### config.mk
export PLATFORM = sky130hd
export DESIGN_NAME = branch_resolver
export DESIGN_NICKNAME = d
export VERILOG_FILES = /design/src/rtl/bp_pkg.sv /design/src/rtl/bp_fifo.sv /design/src/rtl/branch_resolver.sv
export SDC_FILE = /design/constraint.sdc
export NUM_CORES = 1
export LEC_CHECK = 0
export ABC_CLOCK_PERIOD_IN_PS = 3760
export CAP_MARGIN = 0
export CORE_MARGIN = 8
export CORE_UTILIZATION = 35
export DETAILED_ROUTE_END_ITERATION = 10
export SYNTH_ARGS = -nofsm -noshare
export SYNTH_HDL_FRONTEND = slang
export SYNTH_SLANG_ARGS = --single-unit
### constraint.sdc
create_clock -name clk -period 3.76 [get_ports clk]
set_input_delay 0.752 -clock clk [delete_from_list [all_inputs] [get_ports clk]]
set_output_delay 0.752 -clock clk [all_outputs]
set_load 0.02 [all_outputs]
### src/rtl/bp_pkg.sv
// Shared definitions for the EX-stage branch resolver and its in-flight queue.
package bp_pkg;

   // 2-bit predictor states: strongly/weakly not-taken, weakly/strongly taken
   localparam logic [1:0] BP_SN = 2'b00;
   localparam logic [1:0] BP_WN = 2'b01;
   localparam logic [1:0] BP_WT = 2'b10;
   localparam logic [1:0] BP_ST = 2'b11;

   // RV32 conditional-branch opcode, shared with the IF-stage predictor
   localparam logic [6:0] OPC_BRANCH = 7'b1100011;

   typedef enum logic {
      ST_RUN   = 1'b0,
      ST_FLUSH = 1'b1
   } br_state_e;

   typedef struct packed {
      logic        pred_dir;
      logic [31:0] pred_pc;
   } q_entry_t;

   localparam int unsigned Q_ENTRY_W = $bits(q_entry_t);

   // Predicted direction is the MSB of the 2-bit counter (taken half of the range)
   function automatic logic pred_is_taken(input logic [1:0] state);
      return (state == BP_WT) || (state == BP_ST);
   endfunction

endpackage

### src/rtl/bp_fifo.sv
// In-flight prediction queue: circular FIFO with an extra wrap bit on each
// pointer so full and empty are distinguishable, plus a synchronous clear
// used to drop wrong-path entries after a mispredict.
module bp_fifo
   import bp_pkg::*;
#(
   parameter int unsigned DEPTH = 4
) (
   input  logic     clk,
   input  logic     rst,
   input  logic     clr_i,
   input  logic     wr_en_i,
   input  q_entry_t wr_data_i,
   input  logic     rd_en_i,
   output q_entry_t rd_data_o,
   output logic     full_o,
   output logic     empty_o
);

   localparam int unsigned AW = $clog2(DEPTH);
   localparam logic [AW:0] PTR_ONE = 1;

   q_entry_t    mem_q [DEPTH];
   logic [AW:0] wr_ptr_q;
   logic [AW:0] rd_ptr_q;
   logic [AW:0] wr_ptr_d;
   logic [AW:0] rd_ptr_d;

   // Pointer next-state: clear wins over any access in the same cycle
   always_comb begin
      wr_ptr_d = wr_ptr_q;
      rd_ptr_d = rd_ptr_q;
      if (clr_i) begin
         wr_ptr_d = '0;
         rd_ptr_d = '0;
      end else begin
         if (wr_en_i) wr_ptr_d = wr_ptr_q + PTR_ONE;
         if (rd_en_i) rd_ptr_d = rd_ptr_q + PTR_ONE;
      end
   end

   // Pointer registers
   always_ff @(posedge clk) begin
      if (!rst) begin
         wr_ptr_q <= '0;
         rd_ptr_q <= '0;
      end else begin
         wr_ptr_q <= wr_ptr_d;
         rd_ptr_q <= rd_ptr_d;
      end
   end

   // Storage; when full with a simultaneous read, the slot written is the one
   // being read this cycle, which is safe because the head is read combinationally
   always_ff @(posedge clk) begin
      if (rst && wr_en_i && !clr_i) begin
         mem_q[wr_ptr_q[AW-1:0]] <= wr_data_i;
      end
   end

   assign rd_data_o = mem_q[rd_ptr_q[AW-1:0]];
   assign empty_o   = (wr_ptr_q == rd_ptr_q);
   assign full_o    = (wr_ptr_q[AW] != rd_ptr_q[AW]) &&
                      (wr_ptr_q[AW-1:0] == rd_ptr_q[AW-1:0]);

endmodule

### src/rtl/branch_resolver.sv
// EX-stage branch resolver: matches each resolving branch against the oldest
// in-flight prediction, feeds the outcome back to the predictor, redirects and
// flushes the front end on a mispredict, and keeps saturating statistics.
//
// state | meaning
// ------+-------------------------------------------------------------
// RUN   | normal operation; predictions queued, resolutions checked
// FLUSH | wrong-path squash; flush held, pred/res inputs ignored
module branch_resolver
   import bp_pkg::*;
#(
   parameter int unsigned DEPTH        = 4,
   parameter int unsigned FLUSH_CYCLES = 2,
   parameter int unsigned CNT_W        = 16
) (
   input  logic             clk,
   input  logic             rst,
   input  logic             pred_valid,
   input  logic [1:0]       pred_taken,
   input  logic [31:0]      pred_pc,
   input  logic             res_valid,
   input  logic             res_taken,
   input  logic [31:0]      res_pc,
   input  logic [31:0]      res_target,
   output logic             history,
   output logic             hist_valid,
   output logic             mispredict,
   output logic [31:0]      redirect_pc,
   output logic             flush,
   output logic             q_full,
   output logic             q_empty,
   output logic             err,
   output logic [CNT_W-1:0] br_cnt,
   output logic [CNT_W-1:0] miss_cnt
);

   localparam logic [2:0] FLUSH_LOAD = 3'(FLUSH_CYCLES - 1);

   br_state_e        state_q;
   logic [2:0]       fcnt_q;
   logic             flush_q;
   logic             history_q;
   logic             hist_valid_q;
   logic             mispredict_q;
   logic [31:0]      redirect_q;
   logic [31:0]      redirect_d;
   logic             err_q;
   logic [CNT_W-1:0] br_cnt_q;
   logic [CNT_W-1:0] br_cnt_d;
   logic [CNT_W-1:0] miss_cnt_q;
   logic [CNT_W-1:0] miss_cnt_d;

   q_entry_t head;
   q_entry_t new_entry;
   logic     run;
   logic     deq;
   logic     enq;
   logic     underflow;
   logic     pc_bad;
   logic     dir_bad;
   logic     miss_now;

   assign run       = (state_q == ST_RUN);
   assign deq       = run && res_valid && !q_empty;
   assign underflow = run && res_valid && q_empty;
   assign pc_bad    = deq && (head.pred_pc != res_pc);
   assign dir_bad   = deq && (head.pred_dir != res_taken);
   assign miss_now  = pc_bad || dir_bad;
   // A full queue may still accept a branch when the head leaves in the same cycle
   assign enq       = run && pred_valid && !miss_now && (!q_full || deq);
   assign new_entry = '{pred_dir: pred_is_taken(pred_taken), pred_pc: pred_pc};

   bp_fifo #(
      .DEPTH (DEPTH)
   ) u_fifo (
      .clk       (clk),
      .rst       (rst),
      .clr_i     (miss_now),
      .wr_en_i   (enq),
      .wr_data_i (new_entry),
      .rd_en_i   (deq),
      .rd_data_o (head),
      .full_o    (q_full),
      .empty_o   (q_empty)
   );

   // Saturating counter increments and the corrected fetch address
   always_comb begin
      br_cnt_d   = (br_cnt_q == '1) ? br_cnt_q : br_cnt_q + 1'b1;
      miss_cnt_d = (miss_cnt_q == '1) ? miss_cnt_q : miss_cnt_q + 1'b1;
      redirect_d = res_taken ? res_target : res_pc + 32'd4;
   end

   // RUN/FLUSH sequencer; flush is high for FLUSH_CYCLES cycles after a mispredict
   always_ff @(posedge clk) begin
      if (!rst) begin
         state_q <= ST_RUN;
         fcnt_q  <= '0;
         flush_q <= 1'b0;
      end else begin
         case (state_q)
            ST_RUN: begin
               if (miss_now) begin
                  state_q <= ST_FLUSH;
                  fcnt_q  <= FLUSH_LOAD;
                  flush_q <= 1'b1;
               end
            end
            ST_FLUSH: begin
               if (fcnt_q == '0) begin
                  state_q <= ST_RUN;
                  flush_q <= 1'b0;
               end else begin
                  fcnt_q <= fcnt_q - 1'b1;
               end
            end
            default: begin
               state_q <= ST_RUN;
               flush_q <= 1'b0;
            end
         endcase
      end
   end

   // Resolution outputs, sticky error and statistics
   always_ff @(posedge clk) begin
      if (!rst) begin
         history_q    <= 1'b0;
         hist_valid_q <= 1'b0;
         mispredict_q <= 1'b0;
         redirect_q   <= '0;
         err_q        <= 1'b0;
         br_cnt_q     <= '0;
         miss_cnt_q   <= '0;
      end else begin
         hist_valid_q <= 1'b0;
         mispredict_q <= 1'b0;
         if (run && res_valid) begin
            history_q    <= res_taken;
            hist_valid_q <= 1'b1;
            br_cnt_q     <= br_cnt_d;
            if (underflow) err_q <= 1'b1;
         end
         if (miss_now) begin
            mispredict_q <= 1'b1;
            miss_cnt_q   <= miss_cnt_d;
            redirect_q   <= redirect_d;
            if (pc_bad) err_q <= 1'b1;
         end
      end
   end

   assign history     = history_q;
   assign hist_valid  = hist_valid_q;
   assign mispredict  = mispredict_q;
   assign redirect_pc = redirect_q;
   assign flush       = flush_q;
   assign err         = err_q;
   assign br_cnt      = br_cnt_q;
   assign miss_cnt    = miss_cnt_q;

endmodule

==> impl_results.md <==
- Row cnt: 60
- First-pass GRT wire length: approximately 39000 um
- Final core occ: between 40% and 50%
- Post-Synthesis Cells: 763
- Vias per cell: approximately 5.0
- Post-DP HPWL: 18280 um
- Initial antenna violation count: 3
- Initial Utilization: 35.55%
- Endpoints failing hold: 0
- Status: completed
- Synth warn: 0
- Area Growth Syn to Fin: 31.55%
- CP Capture Type: flip-flop
- Post-synth ARST share: 0%
- Largest net degree at the start of global routing: 66
- Count of hold-fix buffers inserted at cts: 0
- Leading cell type in the layout, fill and taps excluded: clkdlybuf4s50_1
- Root buf cell: clkbuf_16
- Routed vias: approximately 6500
- Worst endpoint required time: slightly below 4 ns
- Worst EP arrival: between 3 and 4 ns
- Worst skew pair latency: around 0.52 ns
- Cell variety after synth: 43
- Placed cell area: 11760 um^2
- Unrepaired setup endpoints after global routing: no
- Final weighted congestion in routability-driven placement: around 0.81
- Overall power: roughly 7.5 mW
- Drt wl/cell: ~20 um
- Clock transition at path regs: around 0.060 ns
- Top FF cell, synth: edfxtp_1
- Pre-antenna DRT Iters: 4
- Avg Inst Size Synth: 12.56 um^2
- Max Fclk: a little under 0.3 GHz
- Leak: 4.303 nW
- Gr ovfl total: 0
- Final Critical Period: approximately 3.4 ns
- Hold Slack: between 0.4 and 0.5 ns
- Total GRT Usage: 15.14%
- Critical path fanouts, max: 33
- HP Class: flip-flop to flip-flop
- Pins Over Slew Limit: 0
- Share of layout cells above drive strength 1: roughly 11%
- Iteration-0 DRC count of the detailed router: 381
- Slew HR: ~33%
- Setup_tns: 0 ns
- Core region area: about 27000 um^2
- Final WL: ~25000 um
- Number of global-route vias before repair: approximately 6500
- Setup Buffers After CTS: 0
- Cell Pwr Density: between 500 and 600 nW/um^2
- Die Y: around 180 um
- Skew final: between 0.006 and 0.007 ns
- Htree depth: 1
- Mapped Area: ~9600 um^2
- CTS tree: done
- Die area: roughly 33000 um^2
- CP Launch Type: flip-flop
- I/O Buffers: 172
- Syn Nets: ~900
- Die width: between 150 and 200 um
- Detail Route Antenna Nets: 0
- Seq/Total Area, Yosys: roughly three fifths
- Detailed-route DRC error count: 0
- Fin nets: 1057
- Number of diodes: 0
- Commonest non-fill, non-tap cells in the layout: 170 x clkdlybuf4s50_1, 132 x edfxtp_1, 94 x nand2_1
- Number of synthesized flops with an enable pin: ~130
- Least-Margin Pin Slew: about 1 ns
- # resized after CTS: 0
- # setup viols final: 0
- Total CTS buffers: 25
- Max Cap Viol: 0
- Crit Path Class: flip-flop to flip-flop
- #FFs+latches synth: 213
- Fin crit share: about nine tenths
- R2R Setup Slk: around 0.33 ns
- Worst VDD drop: a little under 0.0004 V
- Clk sinks: around 210
- Clock buffer depth: 3
- Fin area: 12600 um^2
- I/O pins: about 170
-- sequential cells by signal (all words and copies together) (netlist names), named ones only --
| name | cells |
|---|---|
| history | 1 |
| br_cnt | 16 |
| miss_cnt | 16 |
| err | 1 |
| redirect_pc | 32 |
| u_fifo.rd_ptr_q | 3 |
| flush | 1 |
| u_fifo.wr_ptr_q | 3 |
| hist_valid | 1 |
| fcnt_q | 3 |
| mispredict | 1 |
| u_fifo.mem_q | 132 |
| state_q | 1 |
-- area by class of cell --
type	instances	area, um^2
tap	341	426.7
timing repair buffer	195	1972
inverter	15	56.30
multi-input combinational	494	3721
fill	2426	14350
clock buffer	30	674.4
sequential	213	5587
clock inverter	15	166.4
-- cells in the mapped netlist (15+ instances only) --
library cell	instances	area (um^2)
edfxtp_1	132	3964
nand2_1	94	352.8
dfxtp_1	81	1622
xnor2_1	58	508.0
mux2i_1	41	410.4
nor2_1	40	150.1
mux4_2	33	743.2
nand3_1	29	145.1
clkbuf_1	26	97.59
nand2b_1	24	150.1
xor2_1	24	210.2
nand4_1	22	137.6
o21ai_0	21	105.1
and3_1	16	100.1
inv_1	15	56.30
o211ai_1	15	112.6
-- critical path, stage by stage, from the launching register on --
cell	delay (ns)
dfxtp_2	0.44
buf_12	0.23
buf_4	0.29
mux4_2	0.55
xnor2_1	0.17
nand4_1	0.15
nor2_1	0.23
and4_1	0.25
o21ai_0	0.26
nor2_2	0.25
buf_12	0.24
-- path summary, 6_finish.rpt --
path | from | endpoint | cells after the start
max | flip-flop | u_fifo.mem_q[3][7]$_DFFE_PP_ | 10
min | redirect_pc[21]$_SDFFE_PN0P_ | redirect_pc[21]$_SDFFE_PN0P_ | 2
max reg2reg | flip-flop | u_fifo.mem_q[3][7]$_DFFE_PP_ | 10
min reg2reg | redirect_pc[21]$_SDFFE_PN0P_ | redirect_pc[21]$_SDFFE_PN0P_ | 2
-- routing by layer --
layer / global-route usage [%] / part of all wire (%) / wire (um) / vias up
li1: - / - / - / 3155
met1: 20.81 / 46 / 11730 / 3126
met2: 23.54 / 45 / 11420 / 192
met3: 3.772 / 6.7 / 1705 / 39
met4: 3.969 / 2.2 / 552 / 4
met5: 0 / 0.11 / 27 / -
-- stage by stage --
| step | worst slack, ns | std cells |
|---|---|---|
| 6_report | 0.3319 | 1303 |
| 5_1_grt | 0.1038 | 1303 |
| 4_1_cts | 0.2484 | 1303 |
| 3_5_place_dp | 0.2171 | 1258 |
| 3_3_place_gp | 0.2391 | 1258 |
| 2_1_floorplan | -0.3721 | 763 |
-- power breakdown --
group	leakage, nW	internal (mW)	total, mW	switching, mW
logic	2.03	1.07	2.16	1.09
registers	1.85	2.79	2.94	0.152
clock network	0.421	1.49	2.45	0.959
total	4.30	5.35	7.55	2.20
-- cells by family after synthesis --
logic type	after synthesis	synth area share, %
AOI/OAI and AO/OA	64	4.271
xor gates and xnor gates	82	7.496
adders and majority gates	10	1.306
buffers and inverters	56	2.964
DFF	213	58.30
muxes	74	12.04
and+or+nand+nor	264	13.62
Power figures use the tool's default switching activity.
